--- src/rtl/mm_refill_arbiter_if.sv ---
// Refill bus between the I/D caches, main memory and the refill arbiter.
// The master side is the cache/memory side; the arbiter takes the slave modport.
interface mm_refill_arbiter_if #(
  parameter int unsigned WIDX = 2
);
  logic            I_REQ;
  logic [31:0]     I_ADDR;
  logic            D_REQ;
  logic [31:0]     D_ADDR;
  logic            I_GNT;
  logic            D_GNT;
  logic            I_VALID;
  logic            D_VALID;
  logic            I_DONE;
  logic            D_DONE;
  logic [31:0]     RDATA;
  logic [WIDX-1:0] RWORD;
  logic            MM_ACCESS;
  logic [31:0]     MM_ADDR;
  logic [31:0]     MM_DATA;
  logic            BUSY;

  modport master (
    output I_REQ, I_ADDR, D_REQ, D_ADDR, MM_DATA,
    input  I_GNT, D_GNT, I_VALID, D_VALID, I_DONE, D_DONE, RDATA, RWORD,
    input  MM_ACCESS, MM_ADDR, BUSY
  );

  modport slave (
    input  I_REQ, I_ADDR, D_REQ, D_ADDR, MM_DATA,
    output I_GNT, D_GNT, I_VALID, D_VALID, I_DONE, D_DONE, RDATA, RWORD,
    output MM_ACCESS, MM_ADDR, BUSY
  );
endinterface

--- src/rtl/mm_refill_arbiter.sv ---
// Round-robin arbiter for I/D cache line refills: grant, wait LATENCY cycles,
// then burst one whole line out of main memory to the owning cache.
module mm_refill_arbiter #(
  parameter int unsigned LATENCY     = 2,
  parameter int unsigned BLOCK_WORDS = 4,
  localparam int unsigned WIDX       = $clog2(BLOCK_WORDS)
) (
  input logic                CLK,
  input logic                RESET,
  mm_refill_arbiter_if.slave bus
);

  typedef enum logic [1:0] {StIdle, StWait, StBurst} state_e;

  localparam int unsigned     LowBits  = WIDX + 2;
  localparam logic [WIDX-1:0] LastIdx  = WIDX'(BLOCK_WORDS - 1);
  localparam logic [3:0]      WaitInit = 4'(LATENCY);

  state_e             state_q;
  logic               owner_q;  // 1: D-cache owns the current line
  logic               last_q;   // 1: D-cache was granted last
  logic [31:LowBits]  base_q;
  logic [WIDX-1:0]    idx_q;
  logic [3:0]         wcnt_q;

  logic        any_req;
  logic        pick_d;
  logic        grant;
  logic        in_burst;
  logic        last_word;
  logic [31:0] sel_addr;
  logic        unused_addr_bits;

  assign any_req   = bus.I_REQ | bus.D_REQ;
  // On a tie the requester that was not served last wins.
  assign pick_d    = bus.D_REQ & (~bus.I_REQ | ~last_q);
  assign grant     = RESET & (state_q == StIdle) & any_req;
  assign in_burst  = RESET & (state_q == StBurst);
  assign last_word = idx_q == LastIdx;
  assign sel_addr  = pick_d ? bus.D_ADDR : bus.I_ADDR;

  // Bursts always start at word 0, so the offset bits are dropped.
  assign unused_addr_bits = ^sel_addr[LowBits-1:0];

  assign bus.I_GNT     = grant & ~pick_d;
  assign bus.D_GNT     = grant & pick_d;
  assign bus.I_VALID   = in_burst & ~owner_q;
  assign bus.D_VALID   = in_burst & owner_q;
  assign bus.I_DONE    = in_burst & ~owner_q & last_word;
  assign bus.D_DONE    = in_burst & owner_q & last_word;
  assign bus.MM_ACCESS = in_burst;
  assign bus.MM_ADDR   = in_burst ? {base_q, idx_q, 2'b00} : '0;
  assign bus.RDATA     = in_burst ? bus.MM_DATA : '0;
  assign bus.RWORD     = in_burst ? idx_q : '0;
  assign bus.BUSY      = RESET & (state_q != StIdle);

  always_ff @(posedge CLK) begin
    if (!RESET) begin
      state_q <= StIdle;
      owner_q <= 1'b0;
      last_q  <= 1'b0;
      base_q  <= '0;
      idx_q   <= '0;
      wcnt_q  <= '0;
    end else begin
      case (state_q)
        StIdle: begin
          if (any_req) begin
            owner_q <= pick_d;
            last_q  <= pick_d;
            base_q  <= sel_addr[31:LowBits];
            idx_q   <= '0;
            wcnt_q  <= WaitInit;
            state_q <= (LATENCY == 0) ? StBurst : StWait;
          end
        end
        StWait: begin
          wcnt_q <= wcnt_q - 4'd1;
          if (wcnt_q == 4'd1) state_q <= StBurst;
        end
        StBurst: begin
          idx_q <= idx_q + WIDX'(1);
          if (last_word) state_q <= StIdle;
        end
        default: state_q <= StIdle;
      endcase
    end
  end

endmodule

--- src/flat_wrapper.sv ---
// flat-port wrapper written by rule: the top's interface ports become plain ports
module mm_refill_arbiter_flat 
#(
  parameter int unsigned LATENCY     = 2,
  parameter int unsigned BLOCK_WORDS = 4,
  localparam int unsigned WIDX       = $clog2(BLOCK_WORDS)
)
  (CLK, RESET, bus_I_REQ, bus_I_ADDR, bus_D_REQ, bus_D_ADDR, bus_MM_DATA, bus_I_GNT, bus_D_GNT, bus_I_VALID, bus_D_VALID, bus_I_DONE, bus_D_DONE, bus_RDATA, bus_RWORD, bus_MM_ACCESS, bus_MM_ADDR, bus_BUSY);
  mm_refill_arbiter_if #(.WIDX((2))) bus_i ();
  input logic CLK;
  input logic RESET;
  input wire logic [$bits(bus_i.I_REQ)-1:0] bus_I_REQ;
  input wire logic [$bits(bus_i.I_ADDR)-1:0] bus_I_ADDR;
  input wire logic [$bits(bus_i.D_REQ)-1:0] bus_D_REQ;
  input wire logic [$bits(bus_i.D_ADDR)-1:0] bus_D_ADDR;
  input wire logic [$bits(bus_i.MM_DATA)-1:0] bus_MM_DATA;
  output wire logic [$bits(bus_i.I_GNT)-1:0] bus_I_GNT;
  output wire logic [$bits(bus_i.D_GNT)-1:0] bus_D_GNT;
  output wire logic [$bits(bus_i.I_VALID)-1:0] bus_I_VALID;
  output wire logic [$bits(bus_i.D_VALID)-1:0] bus_D_VALID;
  output wire logic [$bits(bus_i.I_DONE)-1:0] bus_I_DONE;
  output wire logic [$bits(bus_i.D_DONE)-1:0] bus_D_DONE;
  output wire logic [$bits(bus_i.RDATA)-1:0] bus_RDATA;
  output wire logic [$bits(bus_i.RWORD)-1:0] bus_RWORD;
  output wire logic [$bits(bus_i.MM_ACCESS)-1:0] bus_MM_ACCESS;
  output wire logic [$bits(bus_i.MM_ADDR)-1:0] bus_MM_ADDR;
  output wire logic [$bits(bus_i.BUSY)-1:0] bus_BUSY;
  assign bus_i.I_REQ = bus_I_REQ;
  assign bus_i.I_ADDR = bus_I_ADDR;
  assign bus_i.D_REQ = bus_D_REQ;
  assign bus_i.D_ADDR = bus_D_ADDR;
  assign bus_i.MM_DATA = bus_MM_DATA;
  assign bus_I_GNT = bus_i.I_GNT;
  assign bus_D_GNT = bus_i.D_GNT;
  assign bus_I_VALID = bus_i.I_VALID;
  assign bus_D_VALID = bus_i.D_VALID;
  assign bus_I_DONE = bus_i.I_DONE;
  assign bus_D_DONE = bus_i.D_DONE;
  assign bus_RDATA = bus_i.RDATA;
  assign bus_RWORD = bus_i.RWORD;
  assign bus_MM_ACCESS = bus_i.MM_ACCESS;
  assign bus_MM_ADDR = bus_i.MM_ADDR;
  assign bus_BUSY = bus_i.BUSY;
  mm_refill_arbiter #(.LATENCY(LATENCY), .BLOCK_WORDS(BLOCK_WORDS)) u_core (.CLK(CLK), .RESET(RESET), .bus(bus_i));
endmodule
--- config.mk ---
export PLATFORM = sky130hd
export DESIGN_NAME = mm_refill_arbiter_flat
export DESIGN_NICKNAME = d
export VERILOG_FILES = /design/src/rtl/mm_refill_arbiter_if.sv /design/src/rtl/mm_refill_arbiter.sv /design/src/flat_wrapper.sv
export SDC_FILE = /design/constraint.sdc
export NUM_CORES = 1
export LEC_CHECK = 0
export ABC_AREA = 1
export ABC_CLOCK_PERIOD_IN_PS = 3100
export BUFFER_PORTS_ARGS = -buffer_cell sky130_fd_sc_hd__buf_2
export CORE_UTILIZATION = 44
export DETAILED_ROUTE_END_ITERATION = 12
export HOLD_SLACK_MARGIN = 0.06
export PLACE_DENSITY = 0.91
export SLEW_MARGIN = 20
export SYNTH_ARGS = -nofsm -noshare
export SYNTH_HDL_FRONTEND = slang
export SYNTH_SLANG_ARGS = --single-unit
--- constraint.sdc ---
create_clock -name CLK -period 3.1 [get_ports CLK]
set_input_delay 0.775 -clock CLK [delete_from_list [all_inputs] [get_ports CLK]]
set_output_delay 0.775 -clock CLK [all_outputs]
set_load 0.005 [all_outputs]
==> flow_summary.ini, run 1 <==
[logic_synthesis]
postSynthCellCount = 413
yosysSeqAreaShare = 0.3101
synth_top_flop_cell = dfxtp_1
yosys_warnings = 0
synth.avg_cell_area_um2 = 5.783
ys_ff_latch = 37
syn_area_um2 = 2389
yosys.area.top_type = dfxtp_1
synth_edf_count = 0
synth-async-reset-ratio = 0
synth_commonest_cells = 96 x inv_1, 96 x nand2_1, 75 x nor2_1, 37 x dfxtp_1, 22 x o21ai_0
yosysTopAreaCellShare = 0.3101
synth.area.top_cells = dfxtp_1 31%, inv_1 15%, nand2_1 15%, nor2_1 12%, o21ai_0 4.6%
synth_cell_types = 25

[layout]
syn2layout_area_growth_pct = 37.66
instances_no_fill = 637
diodes = 0
design_area_um2 = 3288
final_util = 0.6357
drive_gt1_frac = 0.3351
nNetsFinal = 670

[critical_path]
critPathKind = input port to output pin
crit_fanout = 10
start_kind = input port
arrival_ns = 1.63
endpoint_kind = output pin
crit_required_ns = 2.32

[global_routing]
grt_pass1_vias = 2458
gr-total-overflow = 0
grt_max_degree = 46
track_usage = 0.2333
antenna_found_initial = 0
grt_pass1_wl_um = 10080

[power]
power.density_nw_per_um2 = 371.8
clockPowerShare = 0.277
ir_worst_vdd_v = 0.0002215
p_total_mw = 1.222
power_frac_seq = 0.460
p_sw_frac = 0.3132
internal_power_uw = 839.6
leakage_nw = 2.108
pwr-share-comb = 0.263
p_sw_uw = 382.9

[sta]
slew_violations = 0
fin_crit_ns = 2.403
fmax_ghz = 0.4161
rsz0062_at_grt = false
setup_tns_ns = 0
skew_ns = 0.001539
finalHoldViolations = 0
finalCritPeriodShare = 0.7752
setup_viol = 0

[cts]
root_buffer = clkbuf_8
cts_max_path_buffers = 2
tritoncts = yes
ctsHoldBuffers = 0
cts.sinks = 37
clk-insertion-delay-late_ns = 0.29
cts_resized = 0
htreeDepth = 2
cts_buffers = 5
clk_pin_slew_ns = 0.07
postCtsSetupRepairBufs = 0

[floorplan]
rows = 26
die_h_um = 75.68
core_um2 = 5172
dieArea_um2 = 5727
ioPinCount = 174
die_w_um = 75.68
initial_core_util = 0.4618

[placed_design]
dp_hpwl_um = 5300
place_congestion = 0.8257
port_buffers = 163
placedInstanceArea_um2 = 3202
dp_cells = 630

[route]
wl_per_cell_um = 10.85
drt-total-wl_um = 6910
wirelength_met1_um = 2645
via_count = 2900
drc = 0
avgViaCountPerCell = 4.553
drt_iter0_drc = 121
routed.top_layer = met4
firstDrtPassIters = 5
dr_wl_met2_um = 3669
wl_met3_um = 547
final_antenna_net_count = 0

[status]
status = finished, final reports clean

[flow_run]
maxCapViolations = 0

[min_path]
hold_class = flop to flop
stage by stage:
step / setup slack [ns] / hold slack, ns
after global placement: 0.7216 / 0.4576
after global routing: 0.6161 / 0.5039
final: 0.6969 / 0.4774
after detailed placement: 0.7106 / 0.4661
after floorplan: 0.6543 / 0.4420
after CTS: 0.7070 / 0.4842
state kept, by name, indices dropped and copies added, names as in the netlist:
name            flops
u_core.idx_q        2
u_core.owner_q      1
u_core.wcnt_q       4
u_core.state_q      2
u_core.base_q      28
cells in the final DEF, fill, tap and decap left out:
cell type	n
a31oi_1	1
nand3_2	1
conb_1	2
buf_4	7
nand3_1	15
nor2_4	1
a21oi_1	21
or2_2	1
o21ai_1	3
nor2_1	75
nor3_1	3
a21oi_2	5
inv_1	96
nand2_2	2
buf_2	163
a22oi_1	1
o21ai_0	22
a21o_1	1
inv_2	1
nor2_2	2
nor3_4	1
clkbuf_1	1
dfxtp_1	37
clkbuf_8	6
ha_1	3
nand2_1	96
path summary, 6_finish.rpt:
kind	to	cells past startpoint	start	slack (ns)
hold / removal	u_core.base_q[15]$_SDFFE_PN0P_	2	u_core.base_q[15]$_SDFFE_PN0P_	0.48
setup / recovery	bus_D_GNT	5	bus_I_REQ	0.70
setup reg to reg	u_core.base_q[21]$_SDFFE_PN0P_	8	u_core.owner_q$_SDFFE_PN0P_	1.71
hold reg to reg	u_core.base_q[15]$_SDFFE_PN0P_	2	u_core.base_q[15]$_SDFFE_PN0P_	0.48
critical path, cell delays in order:
cell     delay [ns]
buf_2          0.12
nand2_1        0.08
nand2_2        0.14
nor3_4         0.34
buf_2          0.18
cell type report:
| type | count | area (um^2) |
|---|---|---|
| fillers | 470 | 1884 |
| multi-input cells | 256 | 1141 |
| repair buffers | 170 | 868.3 |
| flip-flops and latches | 37 | 740.7 |
| inverters | 97 | 364.1 |
| well taps | 70 | 87.58 |
| clock buffers | 7 | 86.33 |
power groups by stage:
stage          Sequential, mW  Clock (mW)  Combinational [mW]
2_1_floorplan           0.564           0               0.225
3_5_place_dp            0.572           0               0.319
5_1_grt                 0.569       0.371               0.373
4_1_cts                 0.561       0.349               0.322
3_3_place_gp            0.569           0               0.308
6_report                0.562       0.339               0.321
cells by family (layout without fill, tap and decap cells):
| group | after synthesis | after routing | share of synthesized area |
|---|---|---|---|
| DFF | 37 | 37 | 0.3101 |
| and+or+nand+nor | 197 | 197 | 0.3332 |
| other | 1 | 2 | 0.001570 |
| buffers and inverters | 121 | 274 | 0.2158 |
| adders and majority gates | 3 | 3 | 0.01572 |
| AOI/OAI and AO/OA | 54 | 54 | 0.1236 |
metal layers:
metal,up-vias,GRT usage
met2,118,0.4742
met1,1272,0.2286
met3,5,0.04365
met4,0,0.09259
met5,-,0
li1,1505,-
(Power assumes the default switching activity.)
==> run 2: changes to the inputs <==
ABC_AREA = 0   (was 1)
ABC_CLOCK_PERIOD_IN_PS = 2100   (was 3100)
CORE_UTILIZATION = 36   (was 44)
PLACE_DENSITY = 0.82   (was 0.91)
clock period = 2.1 ns   (was 3.1 ns; I/O delays follow)
==> flow_summary.ini, run 2 <==
[critical_path]
crit_required_ns = 1.57
endpoint_kind = output pin
critPathKind = flop to output pin
arrival_ns = 1.48
worstRegToRegCells = 4
start_kind = flop
r2r-end = u_core.base_q[20]$_SDFFE_PN0P_
crit_fanout = 23
reg2reg_from = u_core.state_q[1]$_SDFFE_PN0P_
r2r_setup_slack_ns = 0.25

[logic_synthesis]
synth_top_flop_cell = dfxtp_1
synth_cell_types = 30
yosysSeqAreaShare = 0.3337
synth.area.top_cells = dfxtp_1 33%, and2_1 18%, a311oi_1 11%, nand2_1 10%, a21oi_1 8.1%
synth.avg_cell_area_um2 = 7.448
yosysTopAreaCellShare = 0.3337
yosys_warnings = 0
yosys.area.top_type = dfxtp_1
synth_commonest_cells = 63 x and2_1, 60 x nand2_1, 37 x dfxtp_1, 36 x a21oi_1, 28 x a311oi_1
syn_area_um2 = 2220
ys_ff_latch = 37
post-synth-top-count-cell = and2_1
synth_edf_count = 0
postSynthCellCount = 298
synth-async-reset-ratio = 0

[layout]
final_cell_mix = 163 x buf_2, 63 x and2_1, 60 x nand2_1
regMostFlops = u_core.base_q
final_common_cell = buf_2
syn2layout_area_growth_pct = 43.29
nNetsFinal = 552
reg.largest.list = u_core.base_q (28), u_core.wcnt_q (4)
largest_register_ffs = 28
diodes = 0
drive_gt1_frac = 0.4187

[global_routing]
grt_max_degree = 44
track_usage = 0.1995
grt_pass1_wl_um = 10080
gr-total-overflow = 0
grt_pass1_vias = 2242
antenna_found_initial = 0

[sta]
setup_tns_ns = 0
fin_crit_ns = 2.002
setup_viol = 0
tightest_slew_ns = 0.7911
fmax_ghz = 0.4995
finalCritPeriodShare = 0.9533
skew_ns = 0.009177
slew-limit-headroom = 0.4720
timing.hold.ws_ns = 0.4943
finalHoldViolations = 0
slew_violations = 0
rsz0062_at_grt = false

[floorplan]
core_um2 = 5921
dieArea_um2 = 6483
ioPinCount = 174
die_w_um = 80.52
initial_core_util = 0.3749
die_h_um = 80.52
rows = 28

[route]
dr_wl_met2_um = 3504
drt_iter0_drc = 132
wl_per_cell_um = 13.08
firstDrtPassIters = 4
avgViaCountPerCell = 5.061
final_antenna_net_count = 0
routed.top_layer = met4
drt-total-wl_um = 6853
wl_met3_um = 583
wirelength_met1_um = 2700
drc = 0
via_count = 2652

[min_path]
hold_start = bus_I_ADDR[6]
holdPathStages = 3
holdPathEnd = u_core.base_q[6]$_SDFFE_PN0P_
hold_class = input port to flop

[power]
leakage_nw = 1.683
power.density_nw_per_um2 = 551.0
ir_worst_vdd_v = 0.0003409

[cts]
cts_buffers = 5
htreeDepth = 2
cts_max_path_buffers = 2
clk-insertion-delay-late_ns = 0.28
clk_pin_slew_ns = 0.07
cts.sinks = 37
root_buffer = clkbuf_8
postCtsSetupRepairBufs = 0
cts_resized = 0
tritoncts = yes
ctsHoldBuffers = 0

[flow_run]
maxCapViolations = 0

[status]
status = finished, final reports clean

[placed_design]
dp_hpwl_um = 5148
place_congestion = 0.7895
port_buffers = 163
run 2: report_power, final:
part           switching (mW)  internal [mW]  leakage [nW]
registers              0.0507          0.784         0.306
clock network           0.231          0.260        0.0443
logic                   0.231          0.195          1.33
run 2: worst max-delay path by stage:
stage                              startpoint               to  slack (ns)  cells past startpoint
2_1_floorplan                           RESET     bus_RWORD[0]        0.24                      5
3_3_place_gp                            RESET  bus_MM_ADDR[24]        0.20                      5
3_5_place_dp                            RESET    bus_RDATA[20]        0.19                      5
4_1_cts        u_core.state_q[1]$_SDFFE_PN0P_        bus_D_GNT        0.07                      4
5_1_grt        u_core.state_q[1]$_SDFFE_PN0P_    bus_RDATA[18]        0.02                      4
6_report       u_core.state_q[0]$_SDFFE_PN0P_    bus_RDATA[20]         0.1                      4
run 2: critical path: stages, from the launching register on:
cell	delay (ns)
dfxtp_1	0.43
and3b_2	0.26
buf_4	0.20
and2_1	0.18
buf_2	0.12
run 2: per-layer routing:
| metal | global-route usage | vias up |
|---|---|---|
| met1 | 0.2212 | 1206 |
| met3 | 0.04773 | 8 |
| li1 | - | 1317 |
| met4 | 0.04643 | 0 |
| met5 | 0 | - |
| met2 | 0.3771 | 121 |
run 2: cells by family (layout without fill, tap and decap cells):
family,Yosys count,after routing,share of synthesized area
DFF,37,37,0.3337
adders and majority gates,3,3,0.01691
other,1,2,0.001689
buffers and inverters,34,184,0.07440
AOI/OAI and AO/OA,76,76,0.2323
xor gates and xnor gates,1,1,0.003947
and+or+nand+nor,146,146,0.3371
run 2: cell type report:
| cell class | instances | area [um^2] |
|---|---|---|
| sequential | 37 | 740.7 |
| fill | 581 | 2740 |
| multi-input combinational | 228 | 1338 |
| clock buffer | 7 | 86.33 |
| timing repair buffer | 174 | 910.9 |
| tap | 75 | 93.84 |
| inverter | 3 | 11.26 |
run 2: through the flow:
step             util  setup WS, ns  cells  total power [mW]  area (um^2)
2_1_floorplan       -        0.2401    299             1.103         2223
3_3_place_gp   0.5205        0.2017    517             1.252         3082
3_5_place_dp   0.5205        0.1889    517             1.273         3082
4_1_cts        0.5351       0.07127    524             1.766         3168
5_1_grt        0.5372       0.01625    524             1.863         3181
6_report       0.5372       0.09807    524             1.752         3181
==> run 3: changes to the inputs <==
SETUP_SLACK_MARGIN = 0.4   (was default)
==> flow_summary.ini, run 3 (synthesis gave the netlist of run 2 again) <==
[critical_path]
crit_required_ns = 1.57
endpoint_kind = output pin
cpPeakStageDelay_ns = 0.35
arrival_ns = 1.44
critPathKind = flop to output pin
crit_chain = and3b_2 -> clkbuf_16 -> and2_1 -> buf_2
start_kind = flop
crit_fanout = 26
cp_slowest_cell = dfxtp_4

[floorplan]
rows = 28
die_h_um = 80.52
initial_core_util = 0.3749
ioPinCount = 174
core_um2 = 5921
die_w_um = 80.52
dieArea_um2 = 6483

[route]
drt_iter0_drc = 139
final_antenna_net_count = 0
drc = 0
via_count = 2674
drt-total-wl_um = 7503
avgViaCountPerCell = 5.017
firstDrtPassIters = 4
wl_per_cell_um = 14.08

[cts]
clk_pin_slew_ns = 0.08
ctsHoldBuffers = 0
cts_buffers = 5
clk-insertion-delay-late_ns = 0.29
cts.sinks = 37
cts_max_path_buffers = 2
htreeDepth = 2
tritoncts = yes
root_buffer = clkbuf_8

[sta]
finalHoldViolations = 0
setup_viol = 0
slew_violations = 0
finalCritPeriodShare = 0.9346
fin_crit_ns = 1.963
tightest_slew_ns = 0.5419
slew-limit-headroom = 0.6388
skew_ns = 0.005374
setup_tns_ns = 0
fmax_ghz = 0.5095
rsz0062_at_grt = true

[placed_design]
placedInstanceArea_um2 = 3093
port_buffers = 163
dp_hpwl_um = 5280
place_congestion = 0.7589

[global_routing]
track_usage = 0.2227
grt_pass1_vias = 2354
grt_pass1_wl_um = 11030
grt_max_degree = 53
gr-total-overflow = 0
antenna_found_initial = 1

[layout]
drive_gt1_frac = 0.4541
design_area_um2 = 3361
syn2layout_area_growth_pct = 51.41
reg.largest.list = u_core.base_q (28), u_core.wcnt_q (4)
nNetsFinal = 560
largest_register_ffs = 28
diodes = 0
regMostFlops = u_core.base_q
final_cell_mix = 163 x buf_2, 60 x nand2_1, 59 x and2_1
final_common_cell = buf_2
n_fill_cell = 561
final_util = 0.5676

[power]
ir_worst_vdd_v = 0.0003507
leakage_nw = 1.762
power.density_nw_per_um2 = 579.9

[min_path]
hold_class = input port to flop

[status]
status = finished, final reports clean

[flow_run]
maxCapViolations = 0
[run 3: cell types whose count changed in the layout (fill, tap and decap cells not counted), sizes merged]
cell and change:
buf +6, bufinv +1, clkbuf +2
[run 3: repair_timing]
action / CTS / global route
hold endpoints to repair: 0 / 0
setup endpoints to repair: 96 / 72
buffers inserted: 5 / 1
gates cloned: 0 / 2
gates resized for setup: 9 / 9
pin swaps: 2 / 1
[run 3: layout make-up]
cell class	count	area, um^2	share of cell area
timing repair buffer	182	1021	0.3038
inverter	3	11.26	0.003351
tap	75	93.84	0.02792
clock inverter	1	30.03	0.008935
multi-input combinational	228	1366	0.4066
clock buffer	7	86.33	0.02569
sequential	37	752.0	0.2238
[run 3: report_power, final]
part           total, mW  internal (mW)  switching (mW)  leakage [nW]
logic              0.469          0.224           0.245          1.40
clock network      0.646          0.387           0.258        0.0585
registers          0.834          0.784          0.0503         0.308
total               1.95           1.40           0.554          1.76
[run 3: critical path, delay by kind of cell, from the launching register on]
family | cells | cell delay (ns)
buffers and inverters | 2 | 0.32
DFF | 1 | 0.35
and+or+nand+nor | 2 | 0.48
[run 3: layer usage]
metal / track usage / up-vias / routed length [um]
met3: 0.07159 / 15 / 659
met4: 0.1250 / 2 / 186
li1: - / 1333 / -
met5: 0 / - / 13
met1: 0.2274 / 1198 / 2811
met2: 0.3966 / 126 / 3831
[run 3: worst paths after layout]
kind	start	endpoint	slack, ns	cells past startpoint
worst max-delay path	u_core.state_q[0]$_SDFFE_PN0P_	bus_MM_ADDR[28]	0.14	4
worst min-delay path	bus_I_ADDR[21]	u_core.base_q[21]$_SDFFE_PN0P_	0.49	3
worst max register to register	u_core.state_q[1]$_SDFFE_PN0P_	u_core.base_q[9]$_SDFFE_PN0P_	0.47	5
worst min register to register	u_core.base_q[12]$_SDFFE_PN0P_	u_core.base_q[12]$_SDFFE_PN0P_	0.51	2
[run 3: per-stage QoR]
| stage | setup WS (ns) | power (mW) | hold WS (ns) | cells |
|---|---|---|---|---|
| 5_1_grt | 0.08678 | 2.061 | 0.4868 | 533 |
| 3_3_place_gp | 0.2085 | 1.257 | 0.4981 | 517 |
| 6_report | 0.1373 | 1.949 | 0.4915 | 533 |
| 3_5_place_dp | 0.2051 | 1.275 | 0.5069 | 517 |
| 4_1_cts | 0.1635 | 1.949 | 0.4832 | 530 |
| 2_1_floorplan | 0.3712 | 1.106 | 0.4765 | 299 |
